$ cat config.mk
export PLATFORM = sky130hd
export DESIGN_NAME = inst_encoder
export DESIGN_NICKNAME = d
export VERILOG_FILES = /design/src/rtl/inst_encoder.sv
export SDC_FILE = /design/constraint.sdc
export NUM_CORES = 1
export LEC_CHECK = 0
export BUFFER_PORTS_ARGS = -buffer_cell sky130_fd_sc_hd__clkbuf_2
export CORE_ASPECT_RATIO = 0.6
export CORE_MARGIN = 4
export CORE_UTILIZATION = 35
export CTS_CLUSTER_SIZE = 20
export DETAILED_ROUTE_END_ITERATION = 12
export GPL_TIMING_DRIVEN = 0
export PLACE_DENSITY = 0.69
export SYNTH_ARGS = -nofsm -noshare
export SYNTH_HDL_FRONTEND = slang
export SYNTH_SLANG_ARGS = --single-unit
$ cat constraint.sdc
create_clock -name _clk -period 4.5 [get_ports _clk]
set_input_delay 0.225 -clock _clk [delete_from_list [all_inputs] [get_ports _clk]]
set_output_delay 0.225 -clock _clk [all_outputs]
set_load 0.05 [all_outputs]
$ cat src/rtl/inst_encoder.sv
// inst_encoder: packs RV32 instruction fields into 32-bit instruction words.
//
// Supports R/I/S/B/U/J formats and the LI pseudo-op. LI becomes a single ADDI,
// a single LUI, or LUI followed by ADDI. A two-state FSM emits the second
// word of that pair. There is one registered output stage. Valid/ready
// handshakes are used on both the input and the output side.
//
// Ports
//   _clk, _rst_n   clock and asynchronous active-low reset
//   _valid/ready_  input handshake; the field inputs are sampled on acceptance
//   _fmt           0=R 1=I 2=S 3=B 4=U 5=J 6=LI 7=reserved
//   _opcode, _funct3, _funct7, _rd, _rs1, _rs2, _imm   instruction fields
//   valid_/_ready  output handshake for inst_/err_
//   inst_          encoded instruction word
//   err_           range, alignment or format error for the word on inst_
//   count_         number of words taken downstream; wraps modulo 2^COUNT_W
module inst_encoder #(
  parameter int COUNT_W     = 32,
  parameter int CHECK_RANGE = 1
) (
  input  logic               _clk,
  input  logic               _rst_n,
  input  logic               _valid,
  output logic               ready_,
  input  logic [2:0]         _fmt,
  input  logic [6:0]         _opcode,
  input  logic [2:0]         _funct3,
  input  logic [6:0]         _funct7,
  input  logic [4:0]         _rd,
  input  logic [4:0]         _rs1,
  input  logic [4:0]         _rs2,
  input  logic [31:0]        _imm,
  output logic               valid_,
  input  logic               _ready,
  output logic [31:0]        inst_,
  output logic               err_,
  output logic [COUNT_W-1:0] count_
);

  typedef enum logic {IDLE, LI_LO} state_t;

  state_t state, state_nxt;

  function automatic logic in_range(input logic signed [31:0] v,
                                    input logic signed [31:0] lo,
                                    input logic signed [31:0] hi);
    return (v >= lo) && (v <= hi);
  endfunction

  logic signed [31:0] imm_s;
  logic [11:0]        lo_w;
  logic [19:0]        hi_w;
  logic [31:0]        word_w;
  logic               rng_err;
  logic               two_w;
  logic               accept;
  logic               take;

  logic [31:0]        inst_p1;
  logic               err_p1;
  logic               vld_p1;
  logic [COUNT_W-1:0] cnt_p1;
  logic [4:0]         li_rd_p1;
  logic [11:0]        li_lo_p1;

  assign imm_s = _imm;
  assign lo_w  = _imm[11:0];
  // Rounds for the sign of the low half. This equals (imm + 0x800) >> 12:
  // the carry into bit 12 is exactly imm[11].
  assign hi_w  = _imm[31:12] + {19'd0, _imm[11]};

  always_comb begin
    word_w  = 32'd0;
    rng_err = 1'b0;
    two_w   = 1'b0;
    case (_fmt)
      3'd0: word_w = {_funct7, _rs2, _rs1, _funct3, _rd, _opcode};
      3'd1: begin
        word_w  = {_imm[11:0], _rs1, _funct3, _rd, _opcode};
        rng_err = !in_range(imm_s, -32'sd2048, 32'sd2047);
      end
      3'd2: begin
        word_w  = {_imm[11:5], _rs2, _rs1, _funct3, _imm[4:0], _opcode};
        rng_err = !in_range(imm_s, -32'sd2048, 32'sd2047);
      end
      3'd3: begin
        word_w  = {_imm[12], _imm[10:5], _rs2, _rs1, _funct3, _imm[4:1], _imm[11], _opcode};
        rng_err = !in_range(imm_s, -32'sd4096, 32'sd4094) || _imm[0];
      end
      3'd4: begin
        word_w  = {_imm[31:12], _rd, _opcode};
        rng_err = (_imm[11:0] != 12'd0);
      end
      3'd5: begin
        word_w  = {_imm[20], _imm[10:1], _imm[11], _imm[19:12], _rd, _opcode};
        rng_err = !in_range(imm_s, -32'sd1048576, 32'sd1048574) || _imm[0];
      end
      3'd6: begin
        if (in_range(imm_s, -32'sd2048, 32'sd2047)) begin
          word_w = {lo_w, 5'd0, 3'b000, _rd, 7'h13};
        end else begin
          word_w = {hi_w, _rd, 7'h37};
          two_w  = (lo_w != 12'd0);
        end
      end
      default: begin
        word_w  = 32'd0;
        rng_err = 1'b1;
      end
    endcase
  end

  assign ready_ = (state == IDLE) && (!vld_p1 || _ready);
  assign accept = _valid && ready_;
  assign take   = vld_p1 && _ready;

  always_comb begin
    state_nxt = state;
    case (state)
      IDLE:    if (accept && two_w) state_nxt = LI_LO;
      LI_LO:   if (take) state_nxt = IDLE;
      default: state_nxt = IDLE;
    endcase
  end

  always_ff @(posedge _clk or negedge _rst_n) begin
    if (!_rst_n) state <= IDLE;
    else         state <= state_nxt;
  end

  // ---- Output stage p1: the registered word, its error flag and the LI low-half latch ----
  always_ff @(posedge _clk or negedge _rst_n) begin
    if (!_rst_n) begin
      inst_p1  <= 32'd0;
      err_p1   <= 1'b0;
      vld_p1   <= 1'b0;
      cnt_p1   <= '0;
      li_rd_p1 <= 5'd0;
      li_lo_p1 <= 12'd0;
    end else begin
      if (accept) begin
        inst_p1 <= word_w;
        err_p1  <= (CHECK_RANGE != 0) && rng_err;
        vld_p1  <= 1'b1;
        if (two_w) begin
          li_rd_p1 <= _rd;
          li_lo_p1 <= lo_w;
        end
      end else if ((state == LI_LO) && take) begin
        // The LUI half is leaving this cycle, so replace it with the ADDI half.
        inst_p1 <= {li_lo_p1, li_rd_p1, 3'b000, li_rd_p1, 7'h13};
        err_p1  <= 1'b0;
        vld_p1  <= 1'b1;
      end else if (take) begin
        vld_p1 <= 1'b0;
      end
      if (take) cnt_p1 <= cnt_p1 + {{(COUNT_W-1){1'b0}}, 1'b1};
    end
  end

  assign valid_ = vld_p1;
  assign inst_  = inst_p1;
  assign err_   = err_p1;
  assign count_ = cnt_p1;

endmodule

==> summary.txt, run 1 <==
drt via density -> 5.51
RSZ-0062 raised after global routing -> no
Critical Path Source Type -> flop
Final TNS setup -> 0 ns
routed vias -> 5009
Reg clk slew, reported paths -> 0.07 ns
Distinct cells, synth -> 58
FF-to-FF path depth -> 7
total of max-cap violations -> 0
post-layout net count -> 787
Post-synth EDFFs -> 0
layout cells sized above 1 -> 26.9%
leading area contributor after synthesis -> dfrtp_1
clock buffer depth -> 2
post-synthesis simple-gate area fraction -> 21.9%
final WL -> 17000 um
WHS Path Cells -> 2
Leak -> 3.00 nW
Synth top area share -> 41.1%
Post-Synth XOR/XNOR Area -> 8.57%
Die H -> 102 um
Max IR drop VDD -> 0.318 mV
hold path endpoint -> inst_[3]$_DFFE_PN0P_
Synth Cell Area -> 5110 um^2
reg-to-reg startpoint -> valid_$_DFFE_PN0P_
gr usage total -> 20.7%
Fin. Hold Viols -> 0
Max H-tree Level -> 3
syn_nets -> 640
DRT antenna net count -> 0
Final Max Tran Viols -> 0
CTS tree -> done
period utilisation layout -> 58.1%
minimum clock period -> 2.62 ns
fmax -> 382 MHz
top_reg_cell synth -> dfrtp_1
critical path data arrival time -> 2.84 ns
Iteration-0 DRC Markers -> 642
Synth Instances -> 565
area of the core -> 14000 um^2
Die Footprint -> 16700 um^2
number of global-route vias before repair -> 4690
P&R area growth vs syn -> 24.6%
CP Capture Type -> flop
Least-Margin Pin Slew -> 1.00 ns
Post-synth ARST share -> 100%
Reg area -> 2100 um^2
multiplexer share of the synthesized area -> 6.59%
flops & latches, synth -> 84
Avg WL per Cell -> 18.7 um
num rows -> 33
worst rel slew slack -> 33.0%
Final Cell Area -> 6360 um^2
IO Port Bufs -> 134
Multi-input gate area -> 2750 um^2
number of fill cells -> 1423
First-pass DRT Iterations -> 6
final HPWL from detailed placement -> 13400 um
Avg Inst Size Synth -> 9.04 um^2
first-pass GRT wire length -> 26400 um
CP Class -> flop to flop
drc violations -> 0
Synth Area in Compound Gates -> 15.9%
sequential element share of the synthesized area -> 41.1%
GRT overflow -> 0
clk root buf -> clkbuf_16
CP Data Required Time -> 4.72 ns
Hold Startpoint -> _opcode[3]
Max FO, Critical Path -> 10
Placed Area -> 6050 um^2
largest family of logic cells by synthesized area -> simple AND/OR/NAND/NOR gates
Num CTS Buffers -> 9
pwr dens -> 423 nW/um^2
Routability Congestion -> 0.992
Commonest cells post-synth -> 84 x dfrtp_1, 81 x nand2_1, 41 x a21oi_1
HP Class -> primary input to flop
largest net degree at the start of global routing -> 55
worst skew pair latency -> 0.34 ns
Adder-Cell Fraction of Synth Area -> 0.980%
synth warn -> 0
FF-to-FF End -> inst_[29]$_DFFE_PN0P_
outcome -> complete, no violations
CTS Sinks -> 84
die width -> 164 um
io pins -> 138
Worst Skew -> 0.00656 ns
Setup-failing EPs final -> 0
register-to-register setup slack -> 1.88 ns
diode count -> 0
Synth area leaders -> dfrtp_1 41%, nand2_1 6.0%, xnor2_1 5.7%, a21oi_1 4.0%, xor2_1 2.9%
initial antenna violation count -> 0
overall power -> 2.69 mW
most frequent cell after synthesis -> dfrtp_1
Starting Density -> 36.6%
## critical path, stage by stage (launching register included)
cell and delay [ns]:
dfrtp_1 0.46, nor2b_1 0.20, nor2_1 0.49, clkbuf_1 0.43, buf_1 0.46, o211ai_1 0.26
nand2_1 0.12, o21ai_0 0.08
## metal layers
layer  wire length (um)  up-vias  global-route usage [%]
met5                  0        -                       0
met4                116        0                    3.48
li1                   -     2331                       -
met3               2000       10                    6.79
met2               6480      285                    27.2
met1               8400     2383                    32.6
## worst max path at each step
stage / startpoint / end
5_1_grt: valid_$_DFFE_PN0P_ / inst_[29]$_DFFE_PN0P_
4_1_cts: valid_$_DFFE_PN0P_ / inst_[29]$_DFFE_PN0P_
3_3_place_gp: _imm[11] / li_rd_p1[2]$_DFFE_PN0P_
2_1_floorplan: _imm[11] / li_lo_p1[10]$_DFFE_PN0P_
6_report: valid_$_DFFE_PN0P_ / inst_[29]$_DFFE_PN0P_
3_5_place_dp: _imm[11] / li_rd_p1[4]$_DFFE_PN0P_
## placed cells by master (no fill, tap or decap), types with 17 or more instances in the layout
| cell | count |
|---|---|
| clkbuf_2 | 133 |
| inv_1 | 24 |
| clkbuf_1 | 20 |
| xnor2_1 | 33 |
| nand3_1 | 28 |
| o21ai_0 | 27 |
| a21oi_1 | 41 |
| nand4_1 | 17 |
| dfrtp_1 | 84 |
| xor2_1 | 17 |
| nand2_1 | 81 |
| nor2_1 | 27 |
## area by class of cell
| type | instances | share of cell area [%] |
|---|---|---|
| plain buffers | 28 | 2.56 |
| clock buffers | 9 | 3.54 |
| clock inverters | 7 | 1.24 |
| inverters | 24 | 1.42 |
| multi-input cells | 429 | 43.3 |
| flip-flops and latches | 84 | 33.0 |
| well taps | 192 | 3.78 |
| repair buffers | 136 | 11.2 |
## what timing repair did
item	4_1_cts	5_1_grt
endpoints found under the hold margin	30	0
hold buffers	1	0
resized for setup	0	0
setup buffers	0	0
## kinds of logic after synthesis
group / count (synthesis)
compound gates: 129
xor+xnor: 50
fa+ha+maj: 4
buf+inv: 52
flops: 84
mux: 28
simple gates: 218
## power breakdown
part           internal [mW]  switching (mW)
clock                  0.394           0.358
sequential             0.899           0.113
combinational          0.272           0.654
total                   1.57            1.12
## flip-flops by register name, summed over array words and instances, names as in the netlist
name and count:
count_ 32, err_ 1, inst_ 32, li_lo_p1 12
li_rd_p1 5, state 1, valid_ 1
## metrics by stage
step | setup slack (ns) | std cells | util (%) | hold WS [ns]
floorplan | 2.19 | 565 | - | -0.0706
global placement | 1.79 | 891 | 43.1 | 0.455
detailed placement | 1.78 | 892 | 43.3 | 0.230
CTS | 1.95 | 909 | 45.6 | 0.118
global route | 1.63 | 909 | 45.6 | 0.132
finish | 1.88 | 909 | 45.6 | 0.123
(Power assumes the default switching activity.)
==> inputs of run 2 (changes only) <==
- clock period: 4.5 -> 2.71 ns (I/O delays scaled with it)
==> run 2 against run 1 <==
  * Clock skew up 0.0017 ns
  * First-iteration DRC count is 0.47% lower
  * Register-to-register slack got worse by 1.7 ns
  * Sequential cell count is the same
  * Highest routed layer unchanged
  * Wire length is essentially flat
  * Die area unchanged
==> summary.txt, run 2 (same netlist as run 1, synthesis figures left out) <==
Final WS setup -> 0.215 ns (-1.67 ns)
io pins -> 138 (unchanged)
WHS Path Cells -> 2 (unchanged)
worst rel slew slack -> 33.2% (+0.15 points)
HP Class -> primary input to flop
Reg area -> 2100 um^2 (unchanged)
routed vias -> 4994 (-0.30%)
clk root buf -> clkbuf_16
Bufs and invs on worst path -> 2 (unchanged)
number of global-route vias before repair -> 4690 (unchanged)
Starting Density -> 36.6% (unchanged)
Final Max Tran Viols -> 0 (unchanged)
Setup-failing EPs final -> 0 (unchanged)
fmax -> 401 MHz (+4.9%)
First-pass DRT Iterations -> 5 (-1)
hold slack -> 0.0347 ns (-0.0888 ns)
clock buffer depth -> 2 (unchanged)
Critical Path Source Type -> flop
period utilisation layout -> 92.1% (+34 points)
Num CTS Buffers -> 9 (unchanged)
RSZ-0062 raised after global routing -> no
outcome -> complete, no violations
pre-CTS setup slack -> 0.0780 ns (-1.70 ns)
total of max-cap violations -> 0 (unchanged)
minimum clock period -> 2.49 ns (-0.121 ns)
num rows -> 33 (unchanged)
Avg WL per Cell -> 18.7 um (about the same)
diode count -> 0 (unchanged)
FF-to-FF path depth -> 7 (unchanged)
P&R area growth vs syn -> 24.6% (about the same)
register-to-register setup slack -> 0.22 ns (-1.67 ns)
Routability Congestion -> 0.992 (unchanged)
slowest CP cell -> buf_1
Worst Skew -> 0.00824 ns (+0.00169 ns)
Max IR drop VDD -> 0.529 mV (+66%)
non-filler cells, final -> 909 (unchanged)
pwr dens -> 702 nW/um^2 (+66%)
drt via density -> 5.49 (-0.30%)
layout cells sized above 1 -> 27.1% (+0.14 points)
FF-to-FF End -> inst_[29]$_DFFE_PN0P_
Max H-tree Level -> 3 (unchanged)
worst skew pair latency -> 0.34 ns (about the same)
slowest stage delay, CP -> 0.47 ns (-0.02 ns)
Final TNS setup -> 0 ns (unchanged)
CP Class -> flop to flop
gr usage total -> 20.7% (unchanged)
Post-CTS Setup Inserts -> 0 (unchanged)
Hold Startpoint -> _opcode[3]
area of the core -> 14000 um^2 (unchanged)
overall power -> 4.47 mW (+66%)
DRT antenna net count -> 0 (unchanged)
IO Port Bufs -> 134 (unchanged)
Die Footprint -> 16700 um^2 (unchanged)
largest net degree at the start of global routing -> 55 (unchanged)
reg-to-reg startpoint -> valid_$_DFFE_PN0P_
Iteration-0 DRC Markers -> 639 (-0.47%)
CTS Sinks -> 84 (unchanged)
most common cell after layout, fill and taps aside -> clkbuf_2
Multi-input gate area -> 2760 um^2 (about the same)
CTS tree -> done
GRT overflow -> 0 (unchanged)
cell family with most CP delay -> buffers and inverters
initial antenna violation count -> 0 (unchanged)
Die H -> 102 um (unchanged)
Least-Margin Pin Slew -> 0.999 ns (-0.00226 ns)
drc violations -> 0 (unchanged)
CP Data Required Time -> 2.93 ns (-1.79 ns)
final WL -> 17000 um (about the same)
most frequent cells in the layout -> 133 x clkbuf_2, 84 x dfrtp_1, 81 x nand2_1
CP Capture Type -> flop
hold path endpoint -> inst_[3]$_DFFE_PN0P_
post-layout net count -> 787 (unchanged)
die width -> 164 um (unchanged)
number of fill cells -> 1422 (-0.070%)
first-pass GRT wire length -> 26400 um (unchanged)
Reg clk slew, reported paths -> 0.07 ns (about the same)
final HPWL from detailed placement -> 13400 um (unchanged)
worst path cell trace -> nor2b_1 -> nor2_2 -> clkbuf_1 -> buf_1 -> o211ai_1 -> nand2_1 -> o21ai_0
Fin. Hold Viols -> 0 (unchanged)
Leak -> 3.00 nW (about the same)
dpl cells -> 892 (unchanged)
Max FO, Critical Path -> 10 (unchanged)
critical path data arrival time -> 2.72 ns (-0.12 ns)
## run 2: cell types whose count changed in the layout (fill, tap and decap cells not counted)
cell    before  now
nor2_1      27   26
nor2_2       1    2
## run 2: worst max-delay path by stage
stage / to / depth (start not counted) / slack [ns] / start
after floorplan: li_lo_p1[10]$_DFFE_PN0P_ / 7 / 0.47 / valid_$_DFFE_PN0P_
final: inst_[29]$_DFFE_PN0P_ / 7 / 0.22 / valid_$_DFFE_PN0P_
after CTS: inst_[29]$_DFFE_PN0P_ / 7 / 0.16 / valid_$_DFFE_PN0P_
after global routing: inst_[20]$_DFFE_PN0P_ / 8 / 0.007 / valid_$_DFFE_PN0P_
after detailed placement: li_rd_p1[4]$_DFFE_PN0P_ / 11 / 0.08 / _imm[11]
after global placement: li_rd_p1[2]$_DFFE_PN0P_ / 11 / 0.09 / _imm[11]
## run 2: stage by stage
step / utilization [%] / area [um^2]
floorplan: - / 5110
global route: 45.6 / 6370
finish: 45.6 / 6370
CTS: 45.6 / 6360
detailed placement: 43.3 / 6050
global placement: 43.1 / 6020
## run 2: per-layer routing
| layer | wire, um | global-route usage, % | share of wire [%] |
|---|---|---|---|
| met5 | 0 | 0 | 0 |
| met4 | 148 | 3.48 | 0.87 |
| met1 | 8380 | 32.6 | 49 |
| met2 | 6480 | 27.2 | 38 |
| met3 | 2000 | 6.79 | 12 |
## run 2: repair_timing
action / 4_1_cts / 5_1_grt
setup endpoints to repair: 0 / 1
resized for setup: 0 / 1
hold endpoints to repair: 30 / 0
hold buffers: 1 / 0
## run 2: layout make-up
class,count,area share (%)
clock buffers,9,3.54
clock inverters,7,1.24
plain buffers,28,2.56
repair buffers,136,11.2
flip-flops and latches,84,33.0
well taps,192,3.77
multi-input cells,429,43.3
inverters,24,1.42
## run 2: power by group
part           leakage [nW]  internal [mW]  switching (mW)
logic                  1.80          0.452            1.09
registers              1.06           1.49           0.188
clock network         0.148          0.654           0.594
==> inputs of run 3 (changes only) <==
- clock period: 2.71 -> 2.43 ns (I/O delays scaled with it)
==> run 3 against run 2 <==
  * Hold slack worse by 0.017 ns
  * Utilization up 0.054 points
  * Register-to-register slack about the same
  * Global-route usage unchanged
  * Clock power up 12%
  * First-iteration DRC count up 0.31%
  * Setup slack worse by 0.084 ns
  * Cell area up 0.12%
  * Clock-buffer cell count unchanged
  * Sequential power up 12%
  * Wire length about the same
  * Critical path type is now primary input to flop
==> summary.txt, run 3 (same netlist as run 1, synthesis figures left out) <==
Final WS setup -> 0.131 ns (-0.0840 ns)
Num CTS Buffers -> 9 (unchanged)
CP Class -> primary input to flop
fmax -> 435 MHz
Starting Density -> 36.6% (unchanged)
IO Port Bufs -> 134 (unchanged)
CP Capture Type -> flop
Power Internal -> 2.90 mW (+12%)
clk root buf -> clkbuf_16
P&R area growth vs syn -> 24.8%
layout cells sized above 1 -> 27.8% (+0.74 points)
Die Footprint -> 16700 um^2 (unchanged)
Worst Skew -> 0.00727 ns (-0.000970 ns)
DRT antenna net count -> 0 (unchanged)
Hold Startpoint -> _opcode[3]
First-pass DRT Iterations -> 5 (unchanged)
worst rel slew slack -> 35.4% (+2.3 points)
Leak -> 3.02 nW (+0.52%)
Avg WL per Cell -> 18.7 um (+0.13%)
total of max-cap violations -> 0 (unchanged)
pwr dens -> 783 nW/um^2 (+12%)
period utilisation layout -> 94.6%
final core area utilization -> 45.7% (+0.054 points)
first-pass GRT wire length -> 26400 um (unchanged)
pre-CTS setup slack -> -0.188 ns (-0.266 ns)
final WL -> 17000 um (about the same)
Worst setup startpoint -> _imm[21]
CTS tree -> done
Max H-tree Level -> 3 (unchanged)
GRT overflow -> 0 (unchanged)
Final Max Tran Viols -> 0 (unchanged)
Critical Path Source Type -> primary input
diode count -> 0 (unchanged)
Routability Congestion -> 0.992 (unchanged)
most frequent cells in the layout -> 138 x clkbuf_2, 84 x dfrtp_1, 81 x nand2_1
Max IR drop VDD -> 0.590 mV (+12%)
Die H -> 102 um (unchanged)
die width -> 164 um (unchanged)
gr usage total -> 20.7% (unchanged)
routed vias -> 4978 (-0.32%)
drt via density -> 5.48 (-0.21%)
HP Class -> primary input to flop
Fin. Hold Viols -> 0 (unchanged)
Post-CTS Setup Inserts -> 0 (unchanged)
CTS Sinks -> 84 (unchanged)
reg-to-reg startpoint -> valid_$_DFFE_PN0P_
num rows -> 33 (unchanged)
worst skew pair latency -> 0.34 ns (about the same)
io pins -> 138 (unchanged)
critical path data arrival time -> 2.53 ns (-0.19 ns)
Flop pwr share -> 37.6% (about the same)
initial antenna violation count -> 0 (unchanged)
outcome -> complete, no violations
Comb pwr share -> 34.4% (about the same)
largest net degree at the start of global routing -> 55 (unchanged)
Iteration-0 DRC Markers -> 641 (+0.31%)
most common cell after layout, fill and taps aside -> clkbuf_2
sw power -> 2.09 mW (+12%)
Reg clk slew, reported paths -> 0.07 ns (about the same)
area of the core -> 14000 um^2 (unchanged)
number of global-route vias before repair -> 4690 (unchanged)
Max FO, Critical Path -> 10 (unchanged)
final HPWL from detailed placement -> 13400 um (unchanged)
Setup-failing EPs final -> 0 (unchanged)
drc violations -> 0 (unchanged)
Least-Margin Pin Slew -> 0.965 ns (-0.0341 ns)
post-layout net count -> 786 (-0.13%)
CP Data Required Time -> 2.66 ns (-0.27 ns)
Sw Ratio -> 41.9% (+0.094 points)
RSZ-0062 raised after global routing -> no
minimum clock period -> 2.30 ns
clock buffer depth -> 2 (unchanged)
hold slack -> 0.0177 ns (-0.0170 ns)
clock share of power -> 28.0% (about the same)
==> run 3: cell types whose count changed in the layout (fill, tap and decap cells not counted) <==
cell      delta
clkbuf_2     +5
buf_1        -1
nor2_2       -1
nor2_4       +1
clkbuf_1     -5
==> run 3: critical path, stage by stage <==
cell and delay [ns]:
clkbuf_2 0.20, nand3_2 0.13, nor4_1 0.70, and3_4 0.35
or3_1 0.12, buf_6 0.14, or3_4 0.13, buf_8 0.14
buf_12 0.16, mux2_4 0.30
==> run 3: worst paths after layout <==
check	end	slack [ns]	cells after the start
max in group asynchronous	inst_[16]$_DFFE_PN0P_	1.51	3
worst min-delay path	inst_[3]$_DFFE_PN0P_	0.02	2
worst max-delay path	li_rd_p1[3]$_DFFE_PN0P_	0.13	10
worst max register to register	li_rd_p1[3]$_DFFE_PN0P_	0.21	7
min in group asynchronous	count_[2]$_DFFE_PN0P_	0.29	2
worst min register to register	count_[31]$_DFFE_PN0P_	0.47	1
==> run 3: power by group through the flow <==
stage | sequential, mW | clock (mW) | combinational (mW)
finish | 1.88 | 1.40 | 1.72
global route | 1.91 | 1.48 | 1.85
CTS | 1.87 | 1.41 | 1.72
detailed placement | 1.90 | 0 | 1.71
global placement | 1.89 | 0 | 1.69
floorplan | 2.49 | 0 | 0.570
==> run 3: through the flow <==
step           TNS [ns]  area [um^2]  cells  power, mW
2_1_floorplan         0         5110    565       3.06
3_3_place_gp      -1.90         6020    891       3.58
3_5_place_dp      -1.90         6050    892       3.61
4_1_cts               0         6370    909       5.00
5_1_grt               0         6370    908       5.24
6_report              0         6370    908       4.99
==> run 3: layout make-up <==
type                    count  area (um^2)
repair buffers            136          711
multi-input cells         429         2760
plain buffers              27          165
clock inverters             7         78.8
flip-flops and latches     84         2100
fillers                  1427         7580
inverters                  24         90.1
well taps                 192          240
clock buffers               9          225
==> run 3: repair_timing <==
| item | in CTS | in global routing |
|---|---|---|
| hold buffers | 1 | 0 |
| endpoints found under the setup margin | 10 | 29 |
| endpoints found under the hold margin | 30 | 0 |
| resized for setup | 1 | 10 |
==> run 3: per-layer routing <==
| metal | track usage (%) | vias to the layer above | part of all wire (%) |
|---|---|---|---|
| li1 | - | 2330 | - |
| met1 | 32.6 | 2368 | 50 |
| met2 | 27.2 | 268 | 38 |
| met3 | 6.79 | 12 | 11 |
| met4 | 3.48 | 0 | 0.74 |
| met5 | 0 | - | 0 |
